<file path="config.mk">
export PLATFORM = sky130hd
export DESIGN_NAME = fetch_unit
export DESIGN_NICKNAME = d
export VERILOG_FILES = /design/src/rtl/cpu_pkg.sv /design/src/rtl/pc_reg.sv /design/src/rtl/fetch_unit.sv
export SDC_FILE = /design/constraint.sdc
export NUM_CORES = 1
export LEC_CHECK = 0
export BUFFER_PORTS_ARGS = -buffer_cell sky130_fd_sc_hd__buf_2
export CAP_MARGIN = 20
export CORE_MARGIN = 5
export CORE_UTILIZATION = 41
export CTS_BUF_LIST = sky130_fd_sc_hd__clkbuf_4
export DETAILED_ROUTE_END_ITERATION = 8
export PLACE_DENSITY = 0.77
export SLEW_MARGIN = 10
export SYNTH_ARGS = -nofsm -noshare
export SYNTH_HDL_FRONTEND = slang
export SYNTH_SLANG_ARGS = --single-unit
</file>
<file path="constraint.sdc">
create_clock -name clk -period 1.5 [get_ports clk]
set_input_delay 0.15 -clock clk [delete_from_list [all_inputs] [get_ports clk]]
set_output_delay 0.15 -clock clk [all_outputs]
set_load 0.03 [all_outputs]
</file>
<file path="src/rtl/cpu_pkg.sv">
// rtl/cpu_pkg.sv - shared opcode, pc_ctrl and IR field definitions for the fetch path
package cpu_pkg;

  localparam logic [3:0] OP_NOP = 4'h0;
  localparam logic [3:0] OP_LDI = 4'h1;
  localparam logic [3:0] OP_ADD = 4'h2;
  localparam logic [3:0] OP_SUB = 4'h3;
  localparam logic [3:0] OP_JMP = 4'h8;
  localparam logic [3:0] OP_HLT = 4'hF;

  localparam logic [1:0] PC_HOLD = 2'b00;
  localparam logic [1:0] PC_INC  = 2'b01;
  localparam logic [1:0] PC_JMP  = 2'b10;

  localparam int OPC_MSB = 15;
  localparam int OPC_LSB = 12;
  localparam int RD_MSB  = 11;
  localparam int RD_LSB  = 10;
  localparam int RS_MSB  = 9;
  localparam int RS_LSB  = 8;
  localparam int IMM_MSB = 7;
  localparam int IMM_LSB = 0;

  typedef enum logic [1:0] {
    ST_IDLE = 2'd0,
    ST_REQ  = 2'd1,
    ST_WAIT = 2'd2,
    ST_DONE = 2'd3
  } fetch_state_t;

endpackage

</file>
<file path="src/rtl/pc_reg.sv">
// rtl/pc_reg.sv - program counter with wrapping increment and jump load
// PC_REL_JMP_EN selects a pc-relative (sign-extended imm) jump instead of absolute.
module pc_reg #(
  parameter int PC_W     = 8,
  parameter int RESET_PC = 0
) (
  input  logic            clk,
  input  logic            rst_n,
  input  logic            inc,
  input  logic            jmp,
  input  logic [7:0]      imm,
  output logic [PC_W-1:0] pc
);

  logic [PC_W-1:0] target;

`ifdef PC_REL_JMP_EN
  assign target = pc + PC_W'($signed(imm));
`else
  assign target = PC_W'(imm);
`endif

  // Increment wraps naturally at 2^PC_W; jump and increment never coincide.
  always_ff @(posedge clk or negedge rst_n) begin
    if (!rst_n) begin
      pc <= PC_W'(RESET_PC);
    end else if (jmp) begin
      pc <= target;
    end else if (inc) begin
      pc <= pc + 1'b1;
    end
  end

endmodule

</file>
<file path="src/rtl/fetch_unit.sv">
// rtl/fetch_unit.sv - instruction fetch FSM, ROM latency counter and IR decode
// Jump addressing mode follows PC_REL_JMP_EN (see pc_reg).
module fetch_unit
  import cpu_pkg::*;
#(
  parameter int PC_W     = 8,
  parameter int ROM_LAT  = 2,
  parameter int RESET_PC = 0
) (
  input  logic            clk,
  input  logic            rst_n,
  input  logic            en_fetch,
  input  logic            en_pc,
  input  logic [1:0]      pc_ctrl,
  output logic [PC_W-1:0] rom_addr,
  output logic            rom_rd,
  input  logic [15:0]     rom_data,
  output logic            fetch_done,
  output logic [3:0]      opcode,
  output logic [1:0]      rd,
  output logic [1:0]      rs,
  output logic [7:0]      imm,
  output logic [PC_W-1:0] pc,
  output logic            busy
);

  localparam logic [1:0] CNT_INIT = 2'(ROM_LAT - 1);

  fetch_state_t state;
  logic [1:0]   cnt;
  logic [15:0]  ir;
  logic         en_fetch_q;
  logic         jmp_q;
  logic         fetch_rise;
  logic         jmp_req;
  logic         jmp_en;
  logic         inc_en;

  assign fetch_rise = en_fetch & ~en_fetch_q;
  assign jmp_req    = en_pc & (pc_ctrl == PC_JMP);
  // Edge registers track every cycle, so a request held across a fetch never fires late.
  assign jmp_en     = (state == ST_IDLE) & jmp_req & ~jmp_q;
  assign inc_en     = (state == ST_DONE) & en_pc & (pc_ctrl == PC_INC);

  pc_reg #(
    .PC_W     (PC_W),
    .RESET_PC (RESET_PC)
  ) u_pc_reg (
    .clk   (clk),
    .rst_n (rst_n),
    .inc   (inc_en),
    .jmp   (jmp_en),
    .imm   (imm),
    .pc    (pc)
  );

  assign rom_addr = pc;
  assign opcode   = ir[OPC_MSB:OPC_LSB];
  assign rd       = ir[RD_MSB:RD_LSB];
  assign rs       = ir[RS_MSB:RS_LSB];
  assign imm      = ir[IMM_MSB:IMM_LSB];

  always_ff @(posedge clk or negedge rst_n) begin
    if (!rst_n) begin
      state      <= ST_IDLE;
      cnt        <= 2'd0;
      ir         <= 16'd0;
      en_fetch_q <= 1'b0;
      jmp_q      <= 1'b0;
      rom_rd     <= 1'b0;
      fetch_done <= 1'b0;
      busy       <= 1'b0;
    end else begin
      en_fetch_q <= en_fetch;
      jmp_q      <= jmp_req;
      rom_rd     <= 1'b0;
      fetch_done <= 1'b0;
      case (state)
        ST_IDLE: begin
          if (fetch_rise) begin
            state  <= ST_REQ;
            rom_rd <= 1'b1;
            busy   <= 1'b1;
          end
        end
        ST_REQ: begin
          state <= ST_WAIT;
          cnt   <= CNT_INIT;
        end
        ST_WAIT: begin
          if (cnt == 2'd0) begin
            ir         <= rom_data;
            state      <= ST_DONE;
            fetch_done <= 1'b1;
          end else begin
            cnt <= cnt - 1'b1;
          end
        end
        ST_DONE: begin
          state <= ST_IDLE;
          busy  <= 1'b0;
        end
        default: begin
          state <= ST_IDLE;
          busy  <= 1'b0;
        end
      endcase
    end
  end

endmodule

</file>
==> flow_summary.yaml <==
clocking:
  clkLatencyLatePin_ns: 0.33
  numCtsBuffers: 5
  clock_path_buffers: 2
  cts_max_level: 2
  cts_tree: "yes"
  clkSlewWorstSetupHoldPaths_ns: 0.09
  clkSinkCount: 33
  root_buffer: "clkbuf_4"
routing:
  avgViaCountPerCell: 4.93
  avgRoutedWirePerCell_um: 12.9
  drt_wl_total_um: 3130
  dr.pass1.iters: 4
  drt-initial-drc-count: 75
  vias: 1194
  drc: 0
  ant_nets: 0
sta:
  worst_slack_ns: -0.0227
  finalSetupViolCount: 2
  period_share_pct: 102
  drv_slew: 0
  min_period_ns: 1.52
  clock_skew_ns: 0.00605
  worstMarginPinSlew_ns: 0.405
  max_freq_mhz: 657
  whs_ns: 0.0290
  slew_headroom_pct: 73.0
  report.final.hold_viol_count: 0
  rsz0062_at_grt: "true"
setup_path:
  rr_worst_depth: 6
  r2r-end: "u_pc_reg.pc[7]$_DFFE_PN0P_"
  worstReg2RegStart: "state[1]$_DFFE_PN0P_"
  startpoint_type: "flop"
  worst_setup_path_end_kind: "flop"
  cp.required_ns: 1.72
  cp_max_fo: 4
  critical_path_arrival_ns: 1.74
  worstSetupPathType: "flop to flop"
  r2r_slack_ns: -0.02
synthesis:
  yosysWarnings: 0
  yosysUniqueCellTypes: 32
  synth.mux.area_fraction_pct: 13.6
  syn_area_per_cell_um2: 12.4
  synthCells: 126
  synth_xor_xnor_area_share_pct: 2.81
  synth_compound_area_share_pct: 6.83
  synth_area_mm2: 0.00156
  synth.area.top_cells: "dfrtp_1 53%, mux2_2 10%, ha_1 5.6%"
  syn_nets: 155
  synth-simple-area-share_pct: 10.8
  synth_edf_count: 0
  yosys.area_share.adder_pct: 5.62
  synth_top_cell_by_area: "dfrtp_1"
  synth.ff_latch_count: 33
  synth_ff_type: "dfrtp_1"
  synth_top_family_by_area: "multiplexers"
  yosysTopAreaCellShare_pct: 53.0
  yosysSeqAreaShare_pct: 53.0
  synthArstFlopShare_pct: 100
  synth.most_common_cell: "dfrtp_1"
  synthTopCellsByCount: "33 x dfrtp_1, 14 x mux2_2, 9 x buf_4"
final_layout:
  final_core_util_pct: 55.2
  syn_to_final_growth_pct: 29.7
  drive_above_1_share_pct: 52.1
  largest_reg_flops: 16
  antennaDiodeCount: 0
  finalNetCount: 223
  design_area_mm2: 0.00202
worst_hold_path:
  whs_endpoint: "ir[11]$_DFFE_PN0P_"
  hold_path.class: "input pin to flop"
  hold_path_startpoint: "rom_data[11]"
  holdPathStages: 2
global_routing:
  grt_max_degree: 34
  antenna_found_initial: 0
  grt_usage_pct: 13.4
  grt_pass1_vias: 1172
  grt_pass1_wl_um: 5350
  grt-ovfl-total: 0
power:
  p_leak_uw: 0.00103
  finalPower_uw: 4660
  p_per_area_mw_per_mm2: 2310
  ir_worst_vdd_mv: 0.891
die:
  rows: 22
  core_area_mm2: 0.00366
  die_h_um: 71.6
  dieWidth_um: 71.6
  design.portCount: 57
  die-area_mm2: 0.00513
  start_util_pct: 42.5
status:
  violations: "setup timing"
  outcome: "complete, but fails checks"
job:
  maxCapViolCount: 0
placed_design:
  port_buffers: 56
  gp_congestion: 0.738
  dpl_cell_area_mm2: 0.00194
  pre_cts_slack_ns: -0.0330
  hpwl_um: 2390
metal layers:
layer  global-route usage (%)  up-vias  part of all wire (%)
li1                         -      572                     -
met2                     22.3       40                    51
met4                     6.26        0                   2.2
met1                     15.6      575                    39
met3                     4.21        7                   7.9
met5                        0        -                     0
area by class of cell:
type | instances | area, µm²
clock inverters | 1 | 3.75
repair buffers | 73 | 425
well taps | 48 | 60.1
multi-input cells | 74 | 634
flip-flops and latches | 33 | 826
clock buffers | 6 | 45.0
fillers | 323 | 1640
inverters | 7 | 26.3
layout by cell type, fill, tap and decap left out, types with 5 or more instances in the layout:
| cell | synthesis | layout |
|---|---|---|
| buf_2 | 2 | 56 |
| dfrtp_1 | 33 | 33 |
| mux2_2 | 14 | 14 |
| buf_4 | 9 | 14 |
| nand2_1 | 8 | 8 |
| inv_1 | 7 | 6 |
| clkbuf_4 | 0 | 6 |
| nand4_1 | 5 | 5 |
| xor2_1 | 5 | 5 |
cells by family (layout without fill, tap and decap cells):
| family | Yosys count | after routing |
|---|---|---|
| flip-flops | 33 | 33 |
| AND/OR/NAND/NOR | 28 | 28 |
| multiplexers | 19 | 19 |
| buffers and inverters | 19 | 87 |
| AO/OA/AOI/OAI | 15 | 15 |
| adder cells (fa/ha/maj) | 7 | 7 |
| XOR/XNOR | 5 | 5 |
worst max path at each step:
stage	startpoint	end	slack [ns]	depth (start not counted)
after global placement	state[1]$_DFFE_PN0P_	u_pc_reg.pc[2]$_DFFE_PN0P_	-0.02	5
final	state[1]$_DFFE_PN0P_	u_pc_reg.pc[7]$_DFFE_PN0P_	-0.02	6
after floorplan	state[0]$_DFFE_PN0P_	u_pc_reg.pc[2]$_DFFE_PN0P_	0.03	6
after global routing	state[1]$_DFFE_PN0P_	u_pc_reg.pc[7]$_DFFE_PN0P_	-0.11	5
after CTS	state[1]$_DFFE_PN0P_	u_pc_reg.pc[7]$_DFFE_PN0P_	-0.03	5
after detailed placement	state[1]$_DFFE_PN0P_	u_pc_reg.pc[7]$_DFFE_PN0P_	-0.03	6
power breakdown:
group	internal, µW	leakage, µW	switching, µW	total, µW
registers	1290	0.000400	262	1550
clock network	188	0.0000292	274	462
logic	1000	0.000602	1640	2640
total	2480	0.00103	2180	4660
through the flow:
| stage | TNS, ns | instances |
|---|---|---|
| 2_1_floorplan | 0 | 126 |
| 3_3_place_gp | -0.0324 | 233 |
| 3_5_place_dp | -0.0643 | 233 |
| 4_1_cts | -0.0498 | 242 |
| 5_1_grt | -0.764 | 242 |
| 6_report | -0.0370 | 242 |
worst max-delay path, cell delays in order (launching register included):
cell and delay (ns):
dfrtp_1 0.42, ha_2 0.20, and4b_2 0.23, buf_4 0.15, o211ai_1 0.09, nand2_1 0.08, a221o_1 0.25
what timing repair did:
action / CTS / global route
endpoints found under the setup margin: 4 / 9
hold endpoints to repair: 34 / 0
resized for setup: 3 / 3
cloned: 0 / 0
setup buffers: 0 / 0
pin swaps: 3 / 0
hold buffers: 2 / 0
No activity file was read; power rests on OpenSTA's default activity.
